## config.mk

```make
export PLATFORM = sky130hd
export DESIGN_NAME = pc_sequencer
export DESIGN_NICKNAME = d
export VERILOG_FILES = /design/src/rtl/pc_sequencer_pkg.sv /design/src/rtl/pc_return_stack.sv /design/src/rtl/pc_sequencer.sv
export SDC_FILE = /design/constraint.sdc
export NUM_CORES = 1
export LEC_CHECK = 0
export BUFFER_PORTS_ARGS = -buffer_cell sky130_fd_sc_hd__buf_4
export CAP_MARGIN = 20
export CORE_MARGIN = 4
export CORE_UTILIZATION = 54
export DETAILED_ROUTE_END_ITERATION = 12
export PLACE_DENSITY_LB_ADDON = 0.3
export SYNTH_ARGS = -nofsm -noshare
export SYNTH_HDL_FRONTEND = slang
export SYNTH_SLANG_ARGS = --single-unit
```

## constraint.sdc

```tcl
create_clock -name clk -period 4.59 [get_ports clk]
set_clock_uncertainty 0.05 [all_clocks]
set_input_delay 0.459 -clock clk [delete_from_list [all_inputs] [get_ports clk]]
set_output_delay 0.459 -clock clk [all_outputs]
set_load 0.005 [all_outputs]
```

## src/rtl/pc_sequencer_pkg.sv

```systemverilog
// Shared types for the fetch-stage program counter sequencer.
// Action codes 0-3 keep the values of the original PC action set.
package pc_sequencer_pkg;

  localparam int unsigned ACT_W = 3;

  typedef enum logic [ACT_W-1:0] {
    PC_NONE   = 3'd0,
    PC_INC    = 3'd1,
    PC_BRANCH = 3'd2,
    PC_JUMP   = 3'd3,
    PC_JREG   = 3'd4,
    PC_CALL   = 3'd5,
    PC_RET    = 3'd6,
    PC_ERET   = 3'd7
  } Pc_Action;

endpackage

```

## src/rtl/pc_return_stack.sv

```systemverilog
// Circular return-address stack with a saturating depth counter.
// When full, a push overwrites the oldest entry so the newest DEPTH returns survive.
module pc_return_stack #(
  parameter int unsigned ADDR_W = 32,
  parameter int unsigned DEPTH  = 8,
  localparam int unsigned PTR_W = $clog2(DEPTH),
  localparam int unsigned CNT_W = PTR_W + 1
) (
  input  logic              clk,
  input  logic              rst_n,
  input  logic              push_i,
  input  logic              pop_i,
  input  logic [ADDR_W-1:0] push_data_i,
  output logic [ADDR_W-1:0] top_o,
  output logic [CNT_W-1:0]  depth_o,
  output logic              empty_o
);

  logic [ADDR_W-1:0] mem_q [DEPTH];
  logic [PTR_W-1:0]  ptr_q, ptr_d;
  logic [CNT_W-1:0]  depth_q, depth_d;
  logic [PTR_W-1:0]  topIdx;

  // ptr_q always names the slot the next push writes; the top sits just below it
  assign topIdx  = ptr_q - PTR_W'(1);
  assign top_o   = mem_q[topIdx];
  assign depth_o = depth_q;
  assign empty_o = (depth_q == '0);

  always_comb begin
    ptr_d   = ptr_q;
    depth_d = depth_q;
    if (push_i) begin
      ptr_d = ptr_q + PTR_W'(1);
      if (depth_q != CNT_W'(DEPTH)) begin
        depth_d = depth_q + CNT_W'(1);
      end
    end else if (pop_i && !empty_o) begin
      ptr_d   = topIdx;
      depth_d = depth_q - CNT_W'(1);
    end
  end

  always_ff @(posedge clk or negedge rst_n) begin
    if (!rst_n) begin
      ptr_q   <= '0;
      depth_q <= '0;
    end else begin
      ptr_q   <= ptr_d;
      depth_q <= depth_d;
    end
  end

  always_ff @(posedge clk) begin
    if (push_i) begin
      mem_q[ptr_q] <= push_data_i;
    end
  end

endmodule

```

## src/rtl/pc_sequencer.sv

```systemverilog
// Fetch-stage program counter: trap/stall/action priority mux, target adders,
// EPC register and a return-address stack for CALL/RET.
module pc_sequencer
  import pc_sequencer_pkg::*;
#(
  parameter int unsigned    ADDR_W    = 32,
  parameter int unsigned    OFFSET_W  = 16,
  parameter int unsigned    JUMP_W    = 26,
  parameter int unsigned    STEP      = 4,
  parameter logic [ADDR_W-1:0] RESET  = '0,
  parameter logic [ADDR_W-1:0] TRAP_VEC = 'h80,
  parameter int unsigned    RAS_DEPTH = 8,
  localparam int unsigned   SKIP      = $clog2(STEP),
  localparam int unsigned   CNT_W     = $clog2(RAS_DEPTH) + 1
) (
  input  logic                clk,
  input  logic                rst_n,
  input  logic                stall_i,
  input  logic                trap_i,
  input  Pc_Action            act_i,
  input  logic [OFFSET_W-1:0] offset_i,
  input  logic [JUMP_W-1:0]   jump_i,
  input  logic [ADDR_W-1:0]   jreg_i,
  output logic [ADDR_W-1:0]   addr_o,
  output logic [ADDR_W-1:0]   epc_o,
  output logic [CNT_W-1:0]    ras_depth_o,
  output logic                ras_miss_o
);

  logic [ADDR_W-1:0] addr_q, addr_d;
  logic [ADDR_W-1:0] epc_q, epc_d;
  logic              miss_q, miss_d;

  logic [ADDR_W-1:0] incTarget, branchTarget, jumpTarget, jregTarget;
  logic [ADDR_W-1:0] rasTop;
  logic              rasPush, rasPop, rasEmpty;

  assign incTarget    = addr_q + ADDR_W'(STEP);
  assign branchTarget = addr_q + {{(ADDR_W-OFFSET_W-SKIP){offset_i[OFFSET_W-1]}}, offset_i, {SKIP{1'b0}}};
  assign jumpTarget   = {addr_q[ADDR_W-1:JUMP_W+SKIP], jump_i, {SKIP{1'b0}}};
  assign jregTarget   = jreg_i & ~ADDR_W'(STEP - 1);

  // Trap beats stall beats the action; a stalled cycle also clears the miss pulse
  always_comb begin
    addr_d  = addr_q;
    epc_d   = epc_q;
    miss_d  = 1'b0;
    rasPush = 1'b0;
    rasPop  = 1'b0;
    if (trap_i) begin
      epc_d  = addr_q;
      addr_d = TRAP_VEC;
    end else if (!stall_i) begin
      case (act_i)
        PC_NONE:   addr_d = addr_q;
        PC_INC:    addr_d = incTarget;
        PC_BRANCH: addr_d = branchTarget;
        PC_JUMP:   addr_d = jumpTarget;
        PC_JREG:   addr_d = jregTarget;
        PC_CALL: begin
          addr_d  = jumpTarget;
          rasPush = 1'b1;
        end
        PC_RET: begin
          if (rasEmpty) begin
            addr_d = jregTarget;
            miss_d = 1'b1;
          end else begin
            addr_d = rasTop;
            rasPop = 1'b1;
          end
        end
        PC_ERET:   addr_d = epc_q;
        default:   addr_d = addr_q;
      endcase
    end
  end

  always_ff @(posedge clk or negedge rst_n) begin
    if (!rst_n) begin
      addr_q <= RESET;
      epc_q  <= '0;
      miss_q <= 1'b0;
    end else begin
      addr_q <= addr_d;
      epc_q  <= epc_d;
      miss_q <= miss_d;
    end
  end

  pc_return_stack #(
    .ADDR_W (ADDR_W),
    .DEPTH  (RAS_DEPTH)
  ) u_ras (
    .clk         (clk),
    .rst_n       (rst_n),
    .push_i      (rasPush),
    .pop_i       (rasPop),
    .push_data_i (incTarget),
    .top_o       (rasTop),
    .depth_o     (ras_depth_o),
    .empty_o     (rasEmpty)
  );

  assign addr_o     = addr_q;
  assign epc_o      = epc_q;
  assign ras_miss_o = miss_q;

endmodule

```

# After elaboration in Yosys (flattened, before gate mapping)
# Memories as Yosys holds them, arrays and structs flattened.
# Cells that the tools add are included.
# classes
muxes	22
n_reduce_logical	9
add_sub_neg	6
eq_ne	12
# ops
cell	count
$pmux W32 S6	1
$mux W32	3
$add A32 B3 Y32 const B	1
$add A32 B32 Y32	1
$mux W1	13
$eq A3 B3 Y1 const B	4
$mux W4	3
$eq A3 B2 Y1 const B	2
$mux W3	2
$ne A2 B1 Y1 const B	3
$add A4 B1 Y4 const B	1
$logic_not A4 Y1	1
$ne A4 B4 Y1 const B	1
$reduce_and A2 Y1	2
$sub A4 B1 Y4 const B	1
$add A3 B1 Y3 const B	1
$eq A3 B1 Y1 const B	1
$logic_not A3 Y1	1
$reduce_and A3 Y1	1
$sub A3 B1 Y3 const B	1
$ne A2 B2 Y1 const B	1
$reduce_bool A2 Y1	1
$reduce_or A2 Y1	1
$logic_and A1 B1 Y1	1
$logic_not A1 Y1	1
# word_totals
output_inout_bits	69
reg_bits	72
ramBits	256
mem_count	1
input_bits	81
# memory_table
name	words	width	read_ports	rd_clocked_by_memory_dff	wr	line	text
u_ras.mem_q	8	32	1	0	1	pc_return_stack.sv:19	logic [ADDR_W-1:0] mem_q [DEPTH];

# Logic depth before layout (Yosys ltp)
# Gate-level depths: netlist of run 1.
# depth
word_depth	8
ltp_mapped	13
depth_no_buf	11

# Hierarchy
# From an unflattened synthesis of run 1, not the netlist that was laid out.
# hier_totals
cells_unflattened	1177
area_unflattened_um2	16203.0
# by_module_without_submodules
module	seq_area_each_um2	area_each_um2	instances	cells_each
pc_return_stack	7862.5	10337.4	1	432
pc_sequencer	1626.6	5865.6	1	745

# Worst setup path after synthesis of run 1
# OpenSTA, ideal clock, no wires.
# synth_path
path_type	input-to-reg
from	input act_i[2]
to	memory u_ras.mem_q[0][0], enable pin
path_stages	5
t_required_ns	4.039
path_buffers	1
arrival_time_ns	4.298
setup_ns	0.501
setup_slack_ns	-0.260
cell_sequence	clkbuf_1 > nor2b_1 > and3_1 > inv_2 > nor4_1
# synth_between
elab_chain_cells	6
# synth_rtl
element	line	text
start: declaration	pc_sequencer.sv:20	input Pc_Action act_i,
$eq A3 B3 Y1	pc_sequencer.sv:54	case (act_i)
$mux W1	pc_sequencer.sv:54	
$mux W1	pc_sequencer.sv:53	end else if (!stall_i) begin
$mux W1	pc_sequencer.sv:50	if (trap_i) begin
$mux W1	pc_return_stack.sv:55	if (push_i) begin
$mux W1 (implied by the code)	pc_return_stack.sv:56	mem_q[ptr_q] <= push_data_i;
end: declaration	pc_return_stack.sv:19	
# Every way passes these cells.

# Worst setup path after layout of run 1
# layout_path
from	register u_ras.ptr_q[0]
to	register addr_q[23], in the netlist addr_o[23]
# layout_between
elab_chain_cells	6
# layout_rtl
element	line	text
start: declaration	pc_return_stack.sv:20	logic [PTR_W-1:0] ptr_q, ptr_d;
start signal: assignment	pc_return_stack.sv:49	ptr_q <= ptr_d;
$sub A3 B1 Y3	pc_return_stack.sv:25	assign topIdx = ptr_q - PTR_W'(1);
$mem_v2 Z8 W32	--	
$mux W32	pc_sequencer.sv:65	if (rasEmpty) begin
$pmux W32 S6	pc_sequencer.sv:54	
$mux W32	pc_sequencer.sv:53	
$mux W32	pc_sequencer.sv:50	
end signal: assignment	pc_sequencer.sv:85	addr_q <= addr_d;
end: declaration	pc_sequencer.sv:30	logic [ADDR_W-1:0] addr_q, addr_d;
# Every way passes these cells. The select of a mux whose other input is x is not followed.
# A chain may end at the register's enable or synchronous reset.

==> results of run 1 <==
[tightest hold or removal path, stage by stage]
cell and delay (ns):
buf_4 0.09, a211oi_1 0.06, o21ai_0 0.18
[sequential cells by signal, indices dropped and copies added, names as in the netlist]
signal	cells
epc_o	32
ras_miss_o	1
u_ras.mem_q	256
u_ras.depth_o	4
u_ras.ptr_q	3
addr_o	32
[metrics by stage]
stage	setup WS, ns	total power, uW	util	hold slack, ns
2_1_floorplan	0.592	5430	-	0.113
3_3_place_gp	1.24	6190	0.608	0.466
3_5_place_dp	1.28	6250	0.608	0.471
4_1_cts	1.27	8920	0.646	0.247
5_1_grt	0.996	9260	0.646	0.290
6_report	1.29	8890	0.646	0.269
[cells in the final DEF, fill, tap and decap left out, types with 6 or more instances in the layout]
| cell | n |
|---|---|
| clkbuf_16 | 37 |
| nand4_1 | 9 |
| and3_1 | 16 |
| o21ai_0 | 78 |
| a22o_1 | 19 |
| a211oi_1 | 11 |
| clkinv_1 | 6 |
| mux4_2 | 64 |
| inv_1 | 10 |
| clkinv_2 | 7 |
| a21o_1 | 12 |
| nor4_1 | 6 |
| nor3_2 | 6 |
| a21oi_1 | 68 |
| xor2_1 | 13 |
| clkbuf_1 | 10 |
| nor2_1 | 38 |
| xnor2_1 | 35 |
| ha_1 | 33 |
| edfxtp_1 | 256 |
| nand3_1 | 17 |
| o211ai_1 | 7 |
| dfrtp_1 | 71 |
| nor3_1 | 14 |
| mux2_2 | 36 |
| o21a_1 | 12 |
| mux2i_1 | 32 |
| nand2_1 | 101 |
| buf_4 | 175 |
| a221oi_1 | 26 |
[power breakdown]
part | internal, uW | switching, uW
Clock | 1550 | 1120
Combinational | 1280 | 1320
Sequential | 3360 | 250
[kinds of logic after synthesis]
logic type / count (synthesis)
flops: 328
compound gates: 287
simple gates: 248
mux: 132
buf+inv: 78
xor+xnor: 49
fa+ha+maj: 36
[area by class of cell]
| class | instances | area (sq um) |
|---|---|---|
| Clock buffer | 48 | 977 |
| Clock inverter | 15 | 100 |
| Fill cell | 2107 | 10200 |
| Inverter | 12 | 45.0 |
| Multi-Input combinational cell | 752 | 6270 |
| Sequential cell | 328 | 9490 |
| Tap cell | 384 | 480 |
| Timing Repair Buffer | 176 | 1320 |
[routing by layer]
layer,vias to the layer above,share of wire,global-route usage
met3,96,0.086,0.0422
met1,5744,0.40,0.388
met4,0,0.037,0.0929
met2,615,0.48,0.450
met5,-,0,0
li1,4885,-,-
[worst max-delay path by stage]
stage,cells past startpoint,start,slack (ns),end
floorplan,5,act_i[2],0.59,u_ras.mem_q[1][0]$_DFFE_PP_
global placement,10,offset_i[15],1.24,addr_o[31]$_DFFE_PN0P_
detailed placement,10,offset_i[15],1.28,addr_o[31]$_DFFE_PN0P_
CTS,9,u_ras.ptr_q[0]$_DFFE_PN0P_,1.27,addr_o[23]$_DFFE_PN0P_
global route,9,addr_o[16]$_DFFE_PN0P_,1.0,addr_o[31]$_DFFE_PN0P_
finish,9,u_ras.ptr_q[0]$_DFFE_PN0P_,1.29,addr_o[23]$_DFFE_PN0P_
[timing repair]
action                                 4_1_cts  5_1_grt
hold buffers                                 1        0
endpoints found under the hold margin       41        0
setup endpoints to repair                    0        0
==> metrics, run 1 <==
Post-synth top cells=edfxtp_1 (256), nand2_1 (102), o21ai_0 (78); worst reg-to-reg setup slack=1.29 ns; Hold Path Origin=jreg_i[4]; Detailed Routing Iterations Pass 1=5; P&R area growth vs syn=16.9%; leading area contributor after synthesis=edfxtp_1; Worst Setup Start Kind=register; Reg-to-Reg End=addr_o[23]$_DFFE_PN0P_; antenna viol nets, final=0; PD cells=between 400 and 500 nW/um^2; Net Count, Synth=around 1.3k; RSZ-0062 raised after global routing=false; top_reg_cell synth=edfxtp_1; port bufs=~150; relative slew slack=0.215; Max Transition Viols Final=0; # Max-Cap Violations=0; Leakage=0.00707 uW; vias=11.3k; Core Area=just under 30000 sq um; CP peak stage delay=roughly 0.81 ns; Synth Area in XOR/XNOR=0.0269; GRT Overall Usage=0.276; Initial DRC Count=1429; placed insts=1651; Post-CTS Setup Bufs=0; crit path max-delay cell type=dfrtp_4; routed wire length=45.7 mm; initial antenna violation count=0; Initial Util=0.552; Seq cells post-synth=roughly 330; ys async rst share=0.220; worst vdd ir=0.000330 V; arrival time worst endpoint=~3.7 ns; Post-DP Area=17600 sq um; # nets final=1422; Non-Filler Cell Area, Final=between 15000 and 20000 sq um; CP required=4.95 ns; Worst-Skew Late Latency=0.51 ns; CTS Root Cell=clkbuf_16; clock slew at reported path FFs=around 0.070 ns; wire length per cell=between 20 and 30 microns; Post-Synth Adder-Cell Area=0.0291; DR vias/cell=approximately 6.6; Setup crit end kind=register; largest net degree at the start of global routing=43; Post-synth EDFFs=approximately 260; # diodes=0; WP buf/inv=2; Final Hold Fails=0; sequential element share of the synthesized area=0.594; I/O Pins=150; layout cell share with drive strength beyond 1=0.266; worst-path cell chain=inv_1, ha_2, xor2_4, buf_4, mux2i_1, o21ai_0, a21oi_1, a211oi_1, a21o_1; R2R Path Start=u_ras.ptr_q[0]$_DFFE_PN0P_; post-DP HPWL=~29 mm; fmax=0.303 GHz; first-pass GRT wire length=68.6 mm; Gate Count Post-Synth=1158; library cells used by synthesis=76; Setup TNS=0 ns; Worst Hold Path EP=addr_o[4]$_DFFE_PN0P_; Synth Warn #=0; WHS Path Cells=3; simple-gate share of the synthesized area=0.0749; vias in the first global route=around 11k; most frequent cell after synthesis=edfxtp_1; synthesized area=16000 sq um; Crit Path Max Fanout=30; fin crit period=roughly 3.3 ns; FP Rows=62; Die W=~180 microns; delay-heaviest family, CP=flip-flops; Die ar.=32400 sq um; WS Path Type=register to register; Period Utilization, post-route=0.718; Clock Sink Count=328; mux cell area share after synthesis=0.136; GP Congestion=0.926; Setup Viol. Count Final=0; cts repair resizes=0; largest family of logic cells by synthesized area=multiplexers; H-tree levels=2; Synth Area in Compound Gates=0.119; Avg Synthesized Cell Area=13.8 sq um; GRT overflow=0; non-filler cells in the finished layout=1715; Hold Path Class=primary input to register; Clock Path Buffers=3; run status=complete, no violations; Die Ht=180 microns; DR DRC count=0; worst-margin pin slew=1.18 ns; largest cells by area after synthesis=edfxtp_1 (48%), dfrtp_1 (11%), mux4_2 (9.0%), ha_1 (2.7%), mux2_2 (2.5%); CTS Buf Count=35; R2R depth=9; TritonCTS clock tree=done; top-area cell type share of the netlist area=0.481
(Power assumes the default switching activity.)
==> run 2: changes to the inputs <==
--- a/config.mk
+++ b/config.mk
@@ -8,7 +8,7 @@
 export BUFFER_PORTS_ARGS = -buffer_cell sky130_fd_sc_hd__buf_4
 export CAP_MARGIN = 20
 export CORE_MARGIN = 4
-export CORE_UTILIZATION = 54
+export CORE_UTILIZATION = 60
 export DETAILED_ROUTE_END_ITERATION = 12
 export PLACE_DENSITY_LB_ADDON = 0.3
 export SYNTH_ARGS = -nofsm -noshare
==> constraint.sdc (replaced) <==
create_clock -name clk -period 3.2 [get_ports clk]
set_clock_uncertainty 0.05 [all_clocks]
set_input_delay 0.32 -clock clk [delete_from_list [all_inputs] [get_ports clk]]
set_output_delay 0.32 -clock clk [all_outputs]
set_load 0.005 [all_outputs]
==> run 2 against run 1 <==
Cell area grew 2.6%; die area shrank 9.6%; first-iteration DRC count fell by 12%; global-route usage rose by 3.9 points; sequential share of layout area fell by 1.3 points; via count increased by 2.9%; sequential cell count is the same; critical path type unchanged.
==> metrics, run 2 (synthesized netlist as in run 1, its figures left out) <==
I/O Pins=150; R2R Path Start=addr_o[15]$_DFFE_PN0P_; R2R depth=9; worst reg-to-reg setup slack=about 0.18 ns; clock slew at reported path FFs=0.06 ns; Initial Util=0.612; GP Congestion=1.03; CTS Root Cell=clkbuf_16; # Max-Cap Violations=0; WS Path Type=register to register; layout filler cell count=1648; Hold Path Class=primary input to register; arrival time worst endpoint=around 3.4 ns; Worst Hold Path EP=addr_o[4]$_DFFE_PN0P_; Setup crit end kind=register; P&R area growth vs syn=20.0%; Max Transition Viols Final=0; Die ar.=29300 sq um; Die W=171 microns; Initial DRC Count=about 1.3k; GRT overflow=0; initial antenna violation count=0; Leakage=0.00736 uW; CP most frequent cell=a31oi_1; largest register by flop count=u_ras.mem_q; TritonCTS clock tree=done; PD cells=just under 700 nW/um^2; worst-margin pin slew=1.12 ns; Die Ht=171 microns; wire length per cell=27.1 microns; worst-path cell chain=ha_1, nand4_1, nor4_1, a21oi_1, a31oi_1, a31oi_1, o21ai_0, mux2i_1, nand3_1; Setup TNS=0 ns; Period Utilization, post-route=0.945; fin crit period=3.02 ns; CP peak stage delay=around 0.58 ns; H-tree levels=2; # diodes=0; placed insts=around 1.6k; non-filler cells in the finished layout=1711; layout cell share with drive strength beyond 1=0.292; setup ws final=0.176 ns; commonest cells after routing, fill and taps aside=edfxtp_1 (256), buf_4 (212), nand2_1 (102), o21ai_0 (78), dfrtp_1 (71); max FFs per register=256; DR DRC count=0; RSZ-0062 raised after global routing=false; relative slew slack=0.251; routed wire length=46.3 mm; pre-CTS setup slack=0.252 ns; largest net degree at the start of global routing=73; Hold Path Origin=jreg_i[4]; Worst-Skew Late Latency=between 0.5 and 0.6 ns; Final Hold Fails=0; Crit Path Max Fanout=7; Setup Viol. Count Final=0; # nets final=1468; GRT Overall Usage=0.315; fin util=0.734; vias in the first global route=11.5k; post-DP HPWL=30.6 mm; run status=complete, no violations; fmax=0.331 GHz; port bufs=147; Core Area=~26000 sq um; WHS Path Cells=3; antenna viol nets, final=0; worst vdd ir=0.000624 V; crit path max-delay cell type=a31oi_1; CP required=3.54 ns; WP buf/inv=0; FP Rows=59; vias=roughly 12k; DR vias/cell=6.82; Reg-to-Reg End=addr_o[31]$_DFFE_PN0P_; Detailed Routing Iterations Pass 1=6; first-pass GRT wire length=between 60 and 70 mm; CTS Buf Count=35; Worst Setup Start Kind=register; WHS=0.0890 ns; Clock Path Buffers=3; delay-heaviest family, CP=compound AO/OA/AOI/OAI gates; commonest non-fill, non-tap cell in the layout=edfxtp_1; Clock Sink Count=328
-- run 2: cell count changes in the layout (fill, tap and decap cells not counted), moves of 2 or more --
cell | before | now
clkbuf_8 | 1 | 6
buf_12 | 0 | 8
clkbuf_16 | 37 | 35
clkinv_2 | 7 | 0
inv_6 | 0 | 2
buf_4 | 175 | 212
bufinv_16 | 1 | 4
clkinvlp_4 | 1 | 4
clkinv_1 | 6 | 2
-- run 2: report_power, final --
group          switching, uW  leakage, uW  total, uW  internal, uW
clock network           1620     0.000554       4110          2490
registers                209      0.00330       5030          4820
logic                   2100      0.00351       4080          1980
total                   3930      0.00736      13200          9290
-- run 2: area by class of cell --
cell class                      instances  area (sq um)  share of cell area
Inverter                               12          45.0             0.00235
Multi-Input combinational cell        752          6270               0.327
Clock buffer                           51           996              0.0519
Timing Repair Buffer                  222          1790              0.0933
Sequential cell                       328          9490               0.495
Tap cell                              335           419              0.0219
Clock inverter                         11           171             0.00894
-- run 2: tightest hold or removal path, stage by stage --
cell and delay (ns):
buf_4 0.08, a211oi_1 0.06, o21ai_0 0.15
-- run 2: what timing repair did --
action                                 in CTS  in global routing
setup buffers                               0                  0
gates resized for setup                     0                  0
setup endpoints to repair                   0                  0
hold buffers                                1                  0
endpoints found under the hold margin       4                  0
-- run 2: worst max path at each step --
stage / startpoint / to / slack [ns] / cells after the start
after floorplan: act_i[2] / u_ras.mem_q[1][0]$_DFFE_PP_ / -0.66 / 5
after global placement: offset_i[13] / addr_o[31]$_DFFE_PN0P_ / 0.22 / 10
after detailed placement: offset_i[13] / addr_o[31]$_DFFE_PN0P_ / 0.25 / 10
after CTS: addr_o[2]$_DFFE_PN0P_ / addr_o[16]$_DFFE_PN0P_ / 0.20 / 11
after global routing: addr_o[15]$_DFFE_PN0P_ / addr_o[31]$_DFFE_PN0P_ / 0.03 / 9
final: addr_o[15]$_DFFE_PN0P_ / addr_o[31]$_DFFE_PN0P_ / 0.18 / 9
-- run 2: stage by stage --
stage                     power, uW  area [sq um]
after detailed placement       9170         18000
after global routing          13800         19200
after global placement         9060         18000
after floorplan                7790         16000
final                         13200         19200
after CTS                     13300         19200
-- run 2: layer usage --
layer	track usage	up-vias	wire length, microns
met2	0.518	743	22300
met3	0.0563	149	4600
met1	0.425	5804	17400
met4	0.122	0	1990
met5	0	-	0
li1	-	4976	-
==> run 3: changes to the inputs <==
==> constraint.sdc (replaced) <==
create_clock -name clk -period 3.4 [get_ports clk]
set_clock_uncertainty 0.05 [all_clocks]
set_input_delay 0.34 -clock clk [delete_from_list [all_inputs] [get_ports clk]]
set_output_delay 0.34 -clock clk [all_outputs]
set_load 0.005 [all_outputs]
==> run 3 against run 2 <==
Routed wire length fell by 2.3%; clock power fell by 10%; sequential power fell by 5.4%; largest cell class unchanged; highest routed layer unchanged.
==> metrics, run 3 (synthesized netlist as in run 1, its figures left out) <==
clock slew at reported path FFs=0.06 ns; Die Ht=171 microns; commonest cells after routing, fill and taps aside=edfxtp_1 (256), buf_4 (199), nand2_1 (102), o21ai_0 (78), dfrtp_1 (71); non-filler cells in the finished layout=1696; FP Rows=59; WS Path Type=register to register; Die W=171 microns; Post-CTS Setup Bufs=0; antenna viol nets, final=0; layout filler cell count=1736; Setup crit end kind=register; # Max-Cap Violations=0; GP Congestion=1.01; commonest non-fill, non-tap cell in the layout=edfxtp_1; TritonCTS clock tree=done; Leakage=0.00726 uW; PD cells=640 nW/um^2; I/O Pins=150; CTS Buf Count=35; routed wire length=45.2 mm; largest net degree at the start of global routing=73; DR DRC count=0; worst-margin pin slew=1.12 ns; WHS=about 0.086 ns; Worst-Skew Late Latency=0.52 ns; CTS Root Cell=clkbuf_16; Power, Total=12100 uW; Max Transition Viols Final=0; relative slew slack=0.256; RSZ-0062 raised after global routing=false; P&R area growth vs syn=18.6%; initial antenna violation count=1; Period Utilization, post-route=0.889; Die ar.=29300 sq um; GRT Overall Usage=0.308; placed insts=roughly 1.6k; fin crit period=3.02 ns; worst-path cell chain=ha_1, nand4_1, nor4_1, o21ai_0, a31oi_1, buf_4, a31oi_1, o21ai_0, mux2i_1, nand3_1; layout cell share with drive strength beyond 1=0.281; # diodes=0; crit path max-delay cell type=dfrtp_1; Core Area=26100 sq um; Crit Path Max Fanout=7; Clock Path Buffers=3; first-pass GRT wire length=67.0 mm; Setup Viol. Count Final=0; DR vias/cell=6.76; CP peak stage delay=between 0.5 and 0.6 ns; Clock Sink Count=328; Final Hold Fails=0; Worst Setup Start Kind=register; fmax=0.331 GHz; vias in the first global route=around 11k; H-tree levels=2; max FFs per register=256; run status=complete, no violations; Hold Path Class=primary input to register; port bufs=147; Detailed Routing Iterations Pass 1=6; # nets final=about 1.5k; post-DP HPWL=29.4 mm; GRT overflow=0; Initial Util=0.612; CP required=around 3.7 ns; Initial DRC Count=between 1k and 1.5k; worst vdd ir=0.000506 V; vias=approximately 11k; wire length per cell=about 27 microns; arrival time worst endpoint=about 3.4 ns; largest register by flop count=u_ras.mem_q
-- run 3: cell count changes in the layout (fill, tap and decap cells not counted), sizes merged --
cell / previous run / this run
inv: 13 / 12
buf: 221 / 204
clkbuf: 51 / 52
clkinv: 2 / 9
bufinv: 4 / 2
clkinvlp: 4 / 1
-- run 3: metal layers --
metal,vias to the layer above,GRT usage,routed length (microns)
met5,-,0,0
met4,0,0.109,1700
met3,114,0.0689,4590
met2,669,0.491,21600
met1,5746,0.426,17400
li1,4941,-,-
-- run 3: final cells by class --
cell class / instances / area (sq um) / area share
clock buffers: 52 / 991 / 0.0523
clock inverters: 12 / 125 / 0.00660
multi-input cells: 752 / 6270 / 0.331
flip-flops and latches: 328 / 9490 / 0.501
inverters: 12 / 45.0 / 0.00238
repair buffers: 205 / 1610 / 0.0850
well taps: 335 / 419 / 0.0221
-- run 3: critical path, delay by kind of cell, from the launching register on --
| family | cells | cell delay (ns) |
|---|---|---|
| AND/OR/NAND/NOR | 3 | 0.76 |
| AO/OA/AOI/OAI | 4 | 0.69 |
| flip-flops | 1 | 0.52 |
| multiplexers | 1 | 0.25 |
| buffers and inverters | 1 | 0.18 |
| adder cells (fa/ha/maj) | 1 | 0.45 |
-- run 3: repair_timing --
item / 4_1_cts / 5_1_grt
hold buffers: 1 / 0
gates resized for setup: 0 / 0
endpoints found under the hold margin: 3 / 0
-- run 3: path summary, 6_finish.rpt --
kind	startpoint	to	slack [ns]	cells after the start
min reg2reg	epc_o[5]$_DFFE_PN0P_	epc_o[5]$_DFFE_PN0P_	0.49	1
min in group asynchronous	rst_n	u_ras.depth_o[2]$_DFFE_PN0P_	0.16	2
max	addr_o[18]$_DFFE_PN0P_	addr_o[31]$_DFFE_PN0P_	0.38	10
min	jreg_i[4]	addr_o[4]$_DFFE_PN0P_	0.09	3
max reg2reg	addr_o[18]$_DFFE_PN0P_	addr_o[31]$_DFFE_PN0P_	0.38	10
max in group asynchronous	rst_n	epc_o[9]$_DFFE_PN0P_	2.52	3
-- run 3: per-stage QoR --
| step | setup slack [ns] | setup TNS, ns | instance area [sq um] | util |
|---|---|---|---|---|
| 6_report | 0.377 | 0 | 19000 | 0.725 |
| 5_1_grt | 0.117 | 0 | 19000 | 0.725 |
| 4_1_cts | 0.381 | 0 | 18900 | 0.724 |
| 3_5_place_dp | 0.377 | 0 | 17800 | 0.681 |
| 3_3_place_gp | 0.392 | 0 | 17800 | 0.681 |
| 2_1_floorplan | -0.479 | -46.02 | 16000 | - |
-- run 3: where the power goes --
group	switching [uW]	internal [uW]	total, uW
Sequential	222	4540	4760
Clock	1510	2180	3690
Combinational	1900	1780	3680
Total	3630	8510	12100
